$ cat src/rtl/set_assoc_cache.sv
// N-way set-associative write-through data cache with true-LRU replacement.
// One-word lines; loads allocate on miss, stores write through without allocating.
module set_assoc_cache #(
  parameter int DATA_WIDTH = 32,
  parameter int ADDR_WIDTH = 32,
  parameter int WAYS       = 2,
  parameter int SETS       = 8
) (
  input  logic                  clk,
  input  logic                  rst,
  input  logic                  req_valid,
  output logic                  req_ready,
  input  logic                  req_we,
  input  logic [ADDR_WIDTH-1:0] req_addr,
  input  logic [DATA_WIDTH-1:0] req_wdata,
  output logic                  resp_valid,
  output logic [DATA_WIDTH-1:0] resp_rdata,
  output logic                  resp_hit,
  output logic                  mem_req_valid,
  input  logic                  mem_req_ready,
  output logic                  mem_we,
  output logic [ADDR_WIDTH-1:0] mem_addr,
  output logic [DATA_WIDTH-1:0] mem_wdata,
  input  logic                  mem_resp_valid,
  input  logic [DATA_WIDTH-1:0] mem_rdata
);

  localparam int IDX_W = $clog2(SETS);
  localparam int TAG_W = ADDR_WIDTH - 2 - IDX_W;
  localparam int AGE_W = $clog2(WAYS);

  typedef enum logic [2:0] {
    S_IDLE      = 3'd0,
    S_FILL_REQ  = 3'd1,
    S_FILL_WAIT = 3'd2,
    S_WT_REQ    = 3'd3,
    S_RESP      = 3'd4
  } state_t;

  state_t state_r, state_nx;

  logic                  valid_r [SETS][WAYS];
  logic [TAG_W-1:0]      tag_r   [SETS][WAYS];
  logic [DATA_WIDTH-1:0] data_r  [SETS][WAYS];
  logic [AGE_W-1:0]      age_r   [SETS][WAYS];

  logic [IDX_W-1:0]      req_idx_s;
  logic [TAG_W-1:0]      req_tag_s;
  logic [IDX_W-1:0]      lat_idx_s;
  logic [TAG_W-1:0]      lat_tag_s;
  logic                  hit_s;
  logic [AGE_W-1:0]      hit_way_s;
  logic [DATA_WIDTH-1:0] hit_data_s;
  logic [AGE_W-1:0]      victim_s;
  logic                  accept_s;
  logic                  fill_s;
  logic                  upd_en_s;
  logic [IDX_W-1:0]      upd_idx_s;
  logic [AGE_W-1:0]      upd_way_s;
  logic [AGE_W-1:0]      upd_age_s;
  logic                  unused_addr_lsb_s;

  assign req_idx_s = req_addr[IDX_W+1:2];
  assign req_tag_s = req_addr[ADDR_WIDTH-1:IDX_W+2];
  // The in-flight request address lives in mem_addr, so index/tag are recovered from it.
  assign lat_idx_s = mem_addr[IDX_W+1:2];
  assign lat_tag_s = mem_addr[ADDR_WIDTH-1:IDX_W+2];
  assign unused_addr_lsb_s = ^req_addr[1:0];

  assign accept_s = req_valid & (state_r == S_IDLE);
  assign fill_s   = mem_resp_valid & (state_r == S_FILL_WAIT);

  // Tag compare across all ways of the requested set.
  always_comb begin
    hit_s      = 1'b0;
    hit_way_s  = {AGE_W{1'b0}};
    hit_data_s = {DATA_WIDTH{1'b0}};
    for (int w = 0; w < WAYS; w++) begin
      hit_way_s  = (valid_r[req_idx_s][w] && (tag_r[req_idx_s][w] == req_tag_s)) ? AGE_W'(w) : hit_way_s;
      hit_data_s = (valid_r[req_idx_s][w] && (tag_r[req_idx_s][w] == req_tag_s)) ? data_r[req_idx_s][w] : hit_data_s;
      hit_s      = hit_s | (valid_r[req_idx_s][w] && (tag_r[req_idx_s][w] == req_tag_s));
    end
  end

  // Victim choice: lowest invalid way wins, otherwise the oldest way.
  always_comb begin
    victim_s = {AGE_W{1'b0}};
    for (int w = 0; w < WAYS; w++) begin
      victim_s = (age_r[lat_idx_s][w] == AGE_W'(WAYS - 1)) ? AGE_W'(w) : victim_s;
    end
    for (int w = WAYS - 1; w >= 0; w--) begin
      victim_s = (!valid_r[lat_idx_s][w]) ? AGE_W'(w) : victim_s;
    end
  end

  // Select which set/way gets promoted to MRU this cycle.
  always_comb begin
    upd_en_s  = (accept_s & hit_s) | fill_s;
    upd_idx_s = fill_s ? lat_idx_s : req_idx_s;
    upd_way_s = fill_s ? victim_s : hit_way_s;
    upd_age_s = age_r[upd_idx_s][upd_way_s];
  end

  // Valid bits and LRU ages; younger-than-promoted ways each age by one.
  always_ff @(posedge clk or posedge rst) begin
    if (rst) begin
      for (int s = 0; s < SETS; s++) begin
        for (int w = 0; w < WAYS; w++) begin
          valid_r[s][w] <= 1'b0;
          age_r[s][w]   <= AGE_W'(w);
        end
      end
    end else begin
      if (fill_s) begin
        valid_r[lat_idx_s][victim_s] <= 1'b1;
      end
      if (upd_en_s) begin
        for (int w = 0; w < WAYS; w++) begin
          if (AGE_W'(w) == upd_way_s) begin
            age_r[upd_idx_s][w] <= {AGE_W{1'b0}};
          end else if (age_r[upd_idx_s][w] < upd_age_s) begin
            age_r[upd_idx_s][w] <= age_r[upd_idx_s][w] + AGE_W'(1);
          end
        end
      end
    end
  end

  // Tag/data storage; contents are only meaningful behind a valid bit.
  always_ff @(posedge clk) begin
    if (fill_s) begin
      tag_r[lat_idx_s][victim_s]  <= lat_tag_s;
      data_r[lat_idx_s][victim_s] <= mem_rdata;
    end else if (accept_s && req_we && hit_s) begin
      data_r[req_idx_s][hit_way_s] <= req_wdata;
    end
  end

  // Next-state logic for the request/miss/write-through sequence.
  always_comb begin
    state_nx = state_r;
    case (state_r)
      S_IDLE: begin
        if (req_valid) begin
          if (req_we) begin
            state_nx = S_WT_REQ;
          end else if (hit_s) begin
            state_nx = S_RESP;
          end else begin
            state_nx = S_FILL_REQ;
          end
        end else begin
          state_nx = S_IDLE;
        end
      end
      S_FILL_REQ: begin
        if (mem_req_ready) begin
          state_nx = S_FILL_WAIT;
        end else begin
          state_nx = S_FILL_REQ;
        end
      end
      S_FILL_WAIT: begin
        if (mem_resp_valid) begin
          state_nx = S_RESP;
        end else begin
          state_nx = S_FILL_WAIT;
        end
      end
      S_WT_REQ: begin
        if (mem_req_ready) begin
          state_nx = S_RESP;
        end else begin
          state_nx = S_WT_REQ;
        end
      end
      S_RESP:  state_nx = S_IDLE;
      default: state_nx = S_IDLE;
    endcase
  end

  // State register and registered outputs; request fields are captured on accept.
  always_ff @(posedge clk or posedge rst) begin
    if (rst) begin
      state_r       <= S_IDLE;
      req_ready     <= 1'b1;
      resp_valid    <= 1'b0;
      resp_rdata    <= {DATA_WIDTH{1'b0}};
      resp_hit      <= 1'b0;
      mem_req_valid <= 1'b0;
      mem_we        <= 1'b0;
      mem_addr      <= {ADDR_WIDTH{1'b0}};
      mem_wdata     <= {DATA_WIDTH{1'b0}};
    end else begin
      state_r       <= state_nx;
      req_ready     <= (state_nx == S_IDLE);
      resp_valid    <= (state_nx == S_RESP);
      mem_req_valid <= (state_nx == S_FILL_REQ) || (state_nx == S_WT_REQ);
      if (accept_s) begin
        mem_we     <= req_we;
        mem_addr   <= {req_addr[ADDR_WIDTH-1:2], 2'b00};
        mem_wdata  <= req_wdata;
        resp_hit   <= hit_s;
        resp_rdata <= req_we ? {DATA_WIDTH{1'b0}} : hit_data_s;
      end else if (fill_s) begin
        resp_rdata <= mem_rdata;
      end
    end
  end

endmodule

$ cat config.mk
export PLATFORM = sky130hd
export DESIGN_NAME = set_assoc_cache
export DESIGN_NICKNAME = d
export VERILOG_FILES = /design/src/rtl/set_assoc_cache.sv
export SDC_FILE = /design/constraint.sdc
export NUM_CORES = 1
export LEC_CHECK = 0
export CAP_MARGIN = 0
export CORE_MARGIN = 2
export CORE_UTILIZATION = 40
export DETAILED_ROUTE_END_ITERATION = 7
export PLACE_DENSITY = 0.57
export SLEW_MARGIN = 25
export SYNTH_ARGS = -nofsm -noshare
export SYNTH_HDL_FRONTEND = slang
export SYNTH_SLANG_ARGS = --single-unit
$ cat constraint.sdc
create_clock -name clk -period 11.8 [get_ports clk]
set_clock_uncertainty 0.05 [all_clocks]
set_input_delay 2.36 -clock clk [delete_from_list [all_inputs] [get_ports clk]]
set_output_delay 2.36 -clock clk [all_outputs]
set_load 0.005 [all_outputs]
# Word-level counts from Yosys, hierarchy flattened
# Memory sizes are Yosys's and may differ from the RTL's.
# Index checks and enable logic that the tools add are counted.
# op_classes
order_cmp	12
bitwise	16
reduce_logical	13
muxes	63
n_addsub	2
n_eq_ne	8
# ops
cell	count
2-to-1 mux 64 bit	4
2-to-1 mux 32 bit	7
2-to-1 mux 16 bit	5
demux 32 bit (select 1 bit)	2
OR reduction 64 bit	1
== test 27 bit	2
2-to-1 mux 54 bit	1
bitwise AND 16 bit	2
bitwise mux 16 bit	2
inverter 16 bit	2
demux 27 bit (select 1 bit)	1
2-to-1 mux 27 bit	1
binary-select mux 2 bit (select 3 bit)	4
2-to-1 mux 3 bit	7
demux 2 bit (select 3 bit)	3
2-to-1 mux 2 bit	9
bitwise OR 16 bit	1
2-to-1 mux 1 bit	15
greater-or-equal comparator 4 bit, second input constant	3
inverter 3 -> 4 bit	3
one-hot mux 3 bit (4 select lines)	1
== test 3 x 2 -> 1 bit, second input constant	3
logical AND 1 bit	8
< comparator 4 x 1 -> 1 bit, second input constant	2
13 further kinds	25
# word_totals
output_inout_bits	101
wordCells	157
input_bits	102
register_bits	134
memories	2
mem_bits_rw	944
# memory_table
name	words	width	read_ports	rd_clocked_by_memory_dff	wr	line_no	rtl
data_r	8	64	1	0	1	44	logic [DATA_WIDTH-1:0] data_r [SETS][WAYS];
tag_r	8	54	1	0	1	43	logic [TAG_W-1:0] tag_r [SETS][WAYS];

# Longest topological paths before layout
# logic_depth
word_depth	19
mapped_depth	15
mapped_depth_nobuf	9

# Worst setup path after synthesis
# OpenSTA, ideal clock, no wires.
# synth_timing
path_type	input-to-reg
startpoint	input port req_addr[4]
endpoint	memory data_r[0][0] (netlist name), enable pin
t_required_ps	11318
arrival_time_ps	6736
stages	14
setup_ps	432
n_path_buf	5
slack_ps	4582
path_cell_list	buf_2 > buf_6 > buf_2 > buf_4 > mux4_2 > mux2i_1 > xnor2_1 > nand3b_1 > or4_1 > nor4_2 > o21ai_2 > buf_2 > mux2i_1 > a21oi_1
# synth_between
elab_chain_len	14
elab_cells_between_ends	24
classes_between	order compare (2); eq/ne (2); mux (11); bitwise (3); reduce/logical (5); memory (1)
# synth_lines
element	line_no	rtl
start: declaration	14	input logic [ADDR_WIDTH-1:0] req_addr,
parallel branches: the longest is 14 deep, another holds memory (8 x 54 bit)	n/a	
end: declaration	44	
# Several ways; the timed one is not identified. The select of a mux whose other input is x is not followed.

# Worst setup path after layout
# layout_timing
startpoint	input port req_addr[2]
endpoint	memory data_r[6][26] (netlist name), enable pin
# The elaborated chain is that of the path after synthesis.

==> results.py <==
metrics = {
    "clock_network": {
        "cts_tree": "done",
        "cts_buffers": 110,
        "cts-resized-gates": 0,
        "clk_path_buf_depth": 3,
        "clkLatencyLatePin_ps": 720,
        "clkSinkCount": 1078,
        "root_buffer": "clkbuf_16",
        "cts_hold_buf": 0,
        "path_clk_slew_ps": 60,
        "htreeDepth": 3,
        "cts_setup_buffers": 0,
    },
    "timing": {
        "finalMaxSlewViolations": 0,
        "setup-tns-final_ps": 0,
        "max-slew-margin-rel_pct": 27.6,
        "period_needed_ps": 8220,
        "hold_viol": 0,
        "fin_crit_sh_pct": 69.7,
        "worst_slew_pin_slew_ps": 1090,
        "fmax_mhz": 122,
        "rsz0062_at_grt": "false",
        "setup_viol": 0,
    },
    "worst_setup_path": {
        "rr_worst_depth": 11,
        "cp_max_fo": 60,
        "endpoint_kind": "register",
        "worstPathRequired_ps": 12080,
        "criticalPathCategory": "in2reg",
        "endpoint": "data_r[6][26]$_DFFE_PP_",
        "timing.rr.end": "data_r[7][26]$_DFFE_PP_",
        "path_cells": "buf_8, buf_4, mux2i_1, a22oi_1, nand3_1, a221oi_1, nand3_1, nor4_4, buf_4, nand3_1, a21oi_4, buf_4",
        "cp-start-kind": "input pin",
        "max_stage_delay_ps": 950,
        "crit_path_start": "req_addr[2]",
        "timing.rr.start": "tag_r[7][45]$_DFFE_PP_",
        "cp_slowest_cell": "a21oi_4",
        "cp.arrival_ps": 8500,
        "reg2reg_setup_slack_ps": 6010,
    },
    "pwr": {
        "switching_power_w": 0.00271,
        "pwr-share-seq_pct": 49.5,
        "leakage_nw": 17.5,
        "clkPwrFrac_pct": 35.5,
        "peakVddDrop_uv": 132,
        "p_per_area_nw_per_um2": 198,
        "pwr-share-comb_pct": 15.0,
        "p_int_w": 0.00748,
        "swShare_pct": 26.6,
    },
    "synth": {
        "synth.ff_latch_count": 1078,
        "syn_avg_cell_area_um2": 17.5,
        "yosys_warnings": 0,
        "seq_area_frac_synth_pct": 72.6,
        "synth_ff_type": "edfxtp_1",
        "yosysUniqueCellTypes": 73,
        "synth-edff-count": 944,
        "synth_area_um2": 43700,
        "synthArstFlopShare_pct": 12.4,
        "syn_inst": 2491,
    },
    "run": {
        "drv_cap": 0,
    },
    "drt": {
        "drc_errors": 0,
        "postRouteAntennaNets": 0,
        "viasPerCell": 5.67,
        "drt_pass1_iterations": 6,
        "wl_per_cell_um": 27.6,
        "m1WireLength_um": 49700,
        "top_layer": "met5",
        "vias": 24000,
        "routed-wl-met2_um": 57200,
        "routed_wl_um": 117000,
        "drt-initial-drc-count": 2503,
        "dr_wl_met3_um": 6910,
    },
    "global_routing": {
        "grt_max_degree": 89,
        "grt_usage_pct": 20.8,
        "grt_pass1_vias": 24728,
        "grt_pass1_wl_um": 169000,
        "grt_overflow_total": 0,
        "antenna_found_initial": 5,
    },
    "finish": {
        "fillers": 9114,
        "area_delta_synth_final_pct": 17.5,
        "drive_above_1_share_pct": 19.9,
        "antenna_cells": 0,
        "nets": 2826,
        "fin_util_pct": 47.3,
    },
    "placed_design": {
        "gp_congestion": 0.828,
        "dp_hpwl_um": 67100,
        "portBuffers": 198,
    },
    "die": {
        "core-area_um2": 109000,
        "pin_count": 203,
        "dieArea_um2": 112000,
        "start_util_pct": 40.2,
        "die_h_um": 334,
        "row_count": 121,
        "die_w_um": 334,
    },
    "min_path": {
        "min-delay-path-class": "reg2reg",
    },
    "status": {
        "status": "completed",
    },
}
## cell usage after synthesis, types with 4 or more instances
cell,instances,area share [%]
inv_1,13,0.11
nor2_1,53,0.46
dfrtp_1,125,7.2
edfxtp_1,944,65
or4b_1,5,0.11
and3_1,7,0.10
or3_1,15,0.21
o21ai_1,11,0.13
nand2b_1,13,0.19
o21ai_0,54,0.62
mux2_1,38,0.98
clkbuf_1,65,0.56
mux2i_1,161,3.7
nand3_1,9,0.10
o22ai_1,24,0.34
xnor2_1,23,0.46
o221a_2,16,0.41
a221oi_1,7,0.14
buf_6,10,0.26
mux2_2,27,0.70
and2_1,8,0.11
buf_4,20,0.34
a22oi_1,34,0.58
xor2_1,10,0.20
o31ai_1,37,0.64
a22o_1,5,0.10
mux4_2,193,9.9
nor2b_1,9,0.13
a21oi_1,15,0.17
buf_1,18,0.15
buf_2,24,0.27
or2_2,21,0.30
nor4bb_1,4,0.092
nor4_1,4,0.057
dfstp_2,9,0.54
nand4_1,16,0.23
nand2_1,381,3.3
nor3_1,6,0.069
nand3b_1,5,0.086
## flip-flops by register name, summed over array words and instances (netlist names)
| register | count |
|---|---|
| data_r | 512 |
| tag_r | 432 |
| mem_wdata | 32 |
| resp_rdata | 32 |
| mem_addr | 30 |
| age_r | 16 |
| valid_r | 16 |
| state_r | 3 |
| mem_req_valid | 1 |
| mem_we | 1 |
| req_ready | 1 |
| resp_hit | 1 |
| resp_valid | 1 |
## per-layer routing
| layer | vias to the layer above | track usage [%] |
|---|---|---|
| li1 | 10261 | - |
| met1 | 12700 | 28.3 |
| met2 | 850 | 34.8 |
| met3 | 187 | 3.38 |
| met4 | 2 | 5.89 |
| met5 | - | 0 |
## worst min-delay path by stage
stage | start | cells past startpoint | slack (ps) | to
detailed placement | mem_wdata[5]$_DFFE_PP0P_ | 2 | 410 | mem_wdata[5]$_DFFE_PP0P_
floorplan | valid_r[10]$_DFFE_PP0P_ | 2 | 400 | valid_r[10]$_DFFE_PP0P_
global route | mem_wdata[11]$_DFFE_PP0P_ | 2 | 460 | mem_wdata[11]$_DFFE_PP0P_
global placement | mem_wdata[19]$_DFFE_PP0P_ | 2 | 410 | mem_wdata[19]$_DFFE_PP0P_
CTS | mem_wdata[5]$_DFFE_PP0P_ | 2 | 430 | mem_wdata[5]$_DFFE_PP0P_
finish | mem_wdata[12]$_DFFE_PP0P_ | 2 | 430 | mem_wdata[12]$_DFFE_PP0P_
## metrics by stage
stage	area (um2)	worst slack (ps)	power [W]	hold slack [ps]	instances
floorplan	43700	4580	0.00577	397	2492
finish	51300	3580	0.0102	429	4235
global placement	47500	2970	0.00661	409	4025
global route	51300	3190	0.0106	456	4235
CTS	51300	3570	0.0103	428	4235
detailed placement	47500	2870	0.00666	412	4026
## logic make-up (layout without fill, tap and decap cells)
| logic type | after synthesis | count (layout) | synth area share, % |
|---|---|---|---|
| compound gates | 239 | 239 | 3.86 |
| xor+xnor | 33 | 33 | 0.662 |
| buf+inv | 150 | 479 | 1.70 |
| flops | 1078 | 1078 | 72.6 |
| mux | 419 | 419 | 15.3 |
| other cells | 1 | 2 | 0.00858 |
| simple gates | 571 | 571 | 5.87 |
## layout make-up
| type | count | area (um2) | area share (%) |
|---|---|---|---|
| multi-input cells | 1264 | 11500 | 22.5 |
| clock inverters | 67 | 749 | 1.46 |
| clock buffers | 142 | 3070 | 5.97 |
| inverters | 13 | 56.3 | 0.110 |
| well taps | 1414 | 1770 | 3.45 |
| flip-flops and latches | 1078 | 31700 | 61.8 |
| repair buffers | 257 | 2460 | 4.78 |
## critical path: cells and delay by family
| kind | cells | cell delay (ps) |
|---|---|---|
| buffers and inverters | 4 | 2370 |
| multiplexers | 1 | 170 |
| AND/OR/NAND/NOR | 4 | 1510 |
| AO/OA/AOI/OAI | 3 | 1950 |
## cell usage in the layout (no fill, tap or decap), drive strengths merged, types with 15 or more instances in the layout
master and n:
clkdlybuf4s50 195, edfxtp 944, mux4 193, mux2i 161
or3 15, or2 21, clkbuf 142, nor2 53
nand4 16, nand2 381, o31ai 37, buf 62
a22oi 34, o22ai 24, clkinv 44, a21oi 15
o21ai 66, o221a 16, xnor2 23, inv 17
mux2 65, dfrtp 125
## power by group through the flow
stage | registers (W) | clock network, W | logic, W
floorplan | 0.00498 | 0 | 0.000786
global placement | 0.00508 | 0 | 0.00153
detailed placement | 0.00511 | 0 | 0.00155
CTS | 0.00504 | 0.00368 | 0.00155
global route | 0.00510 | 0.00382 | 0.00166
finish | 0.00504 | 0.00362 | 0.00153
Note: power is estimated with default switching activity, not from simulation.
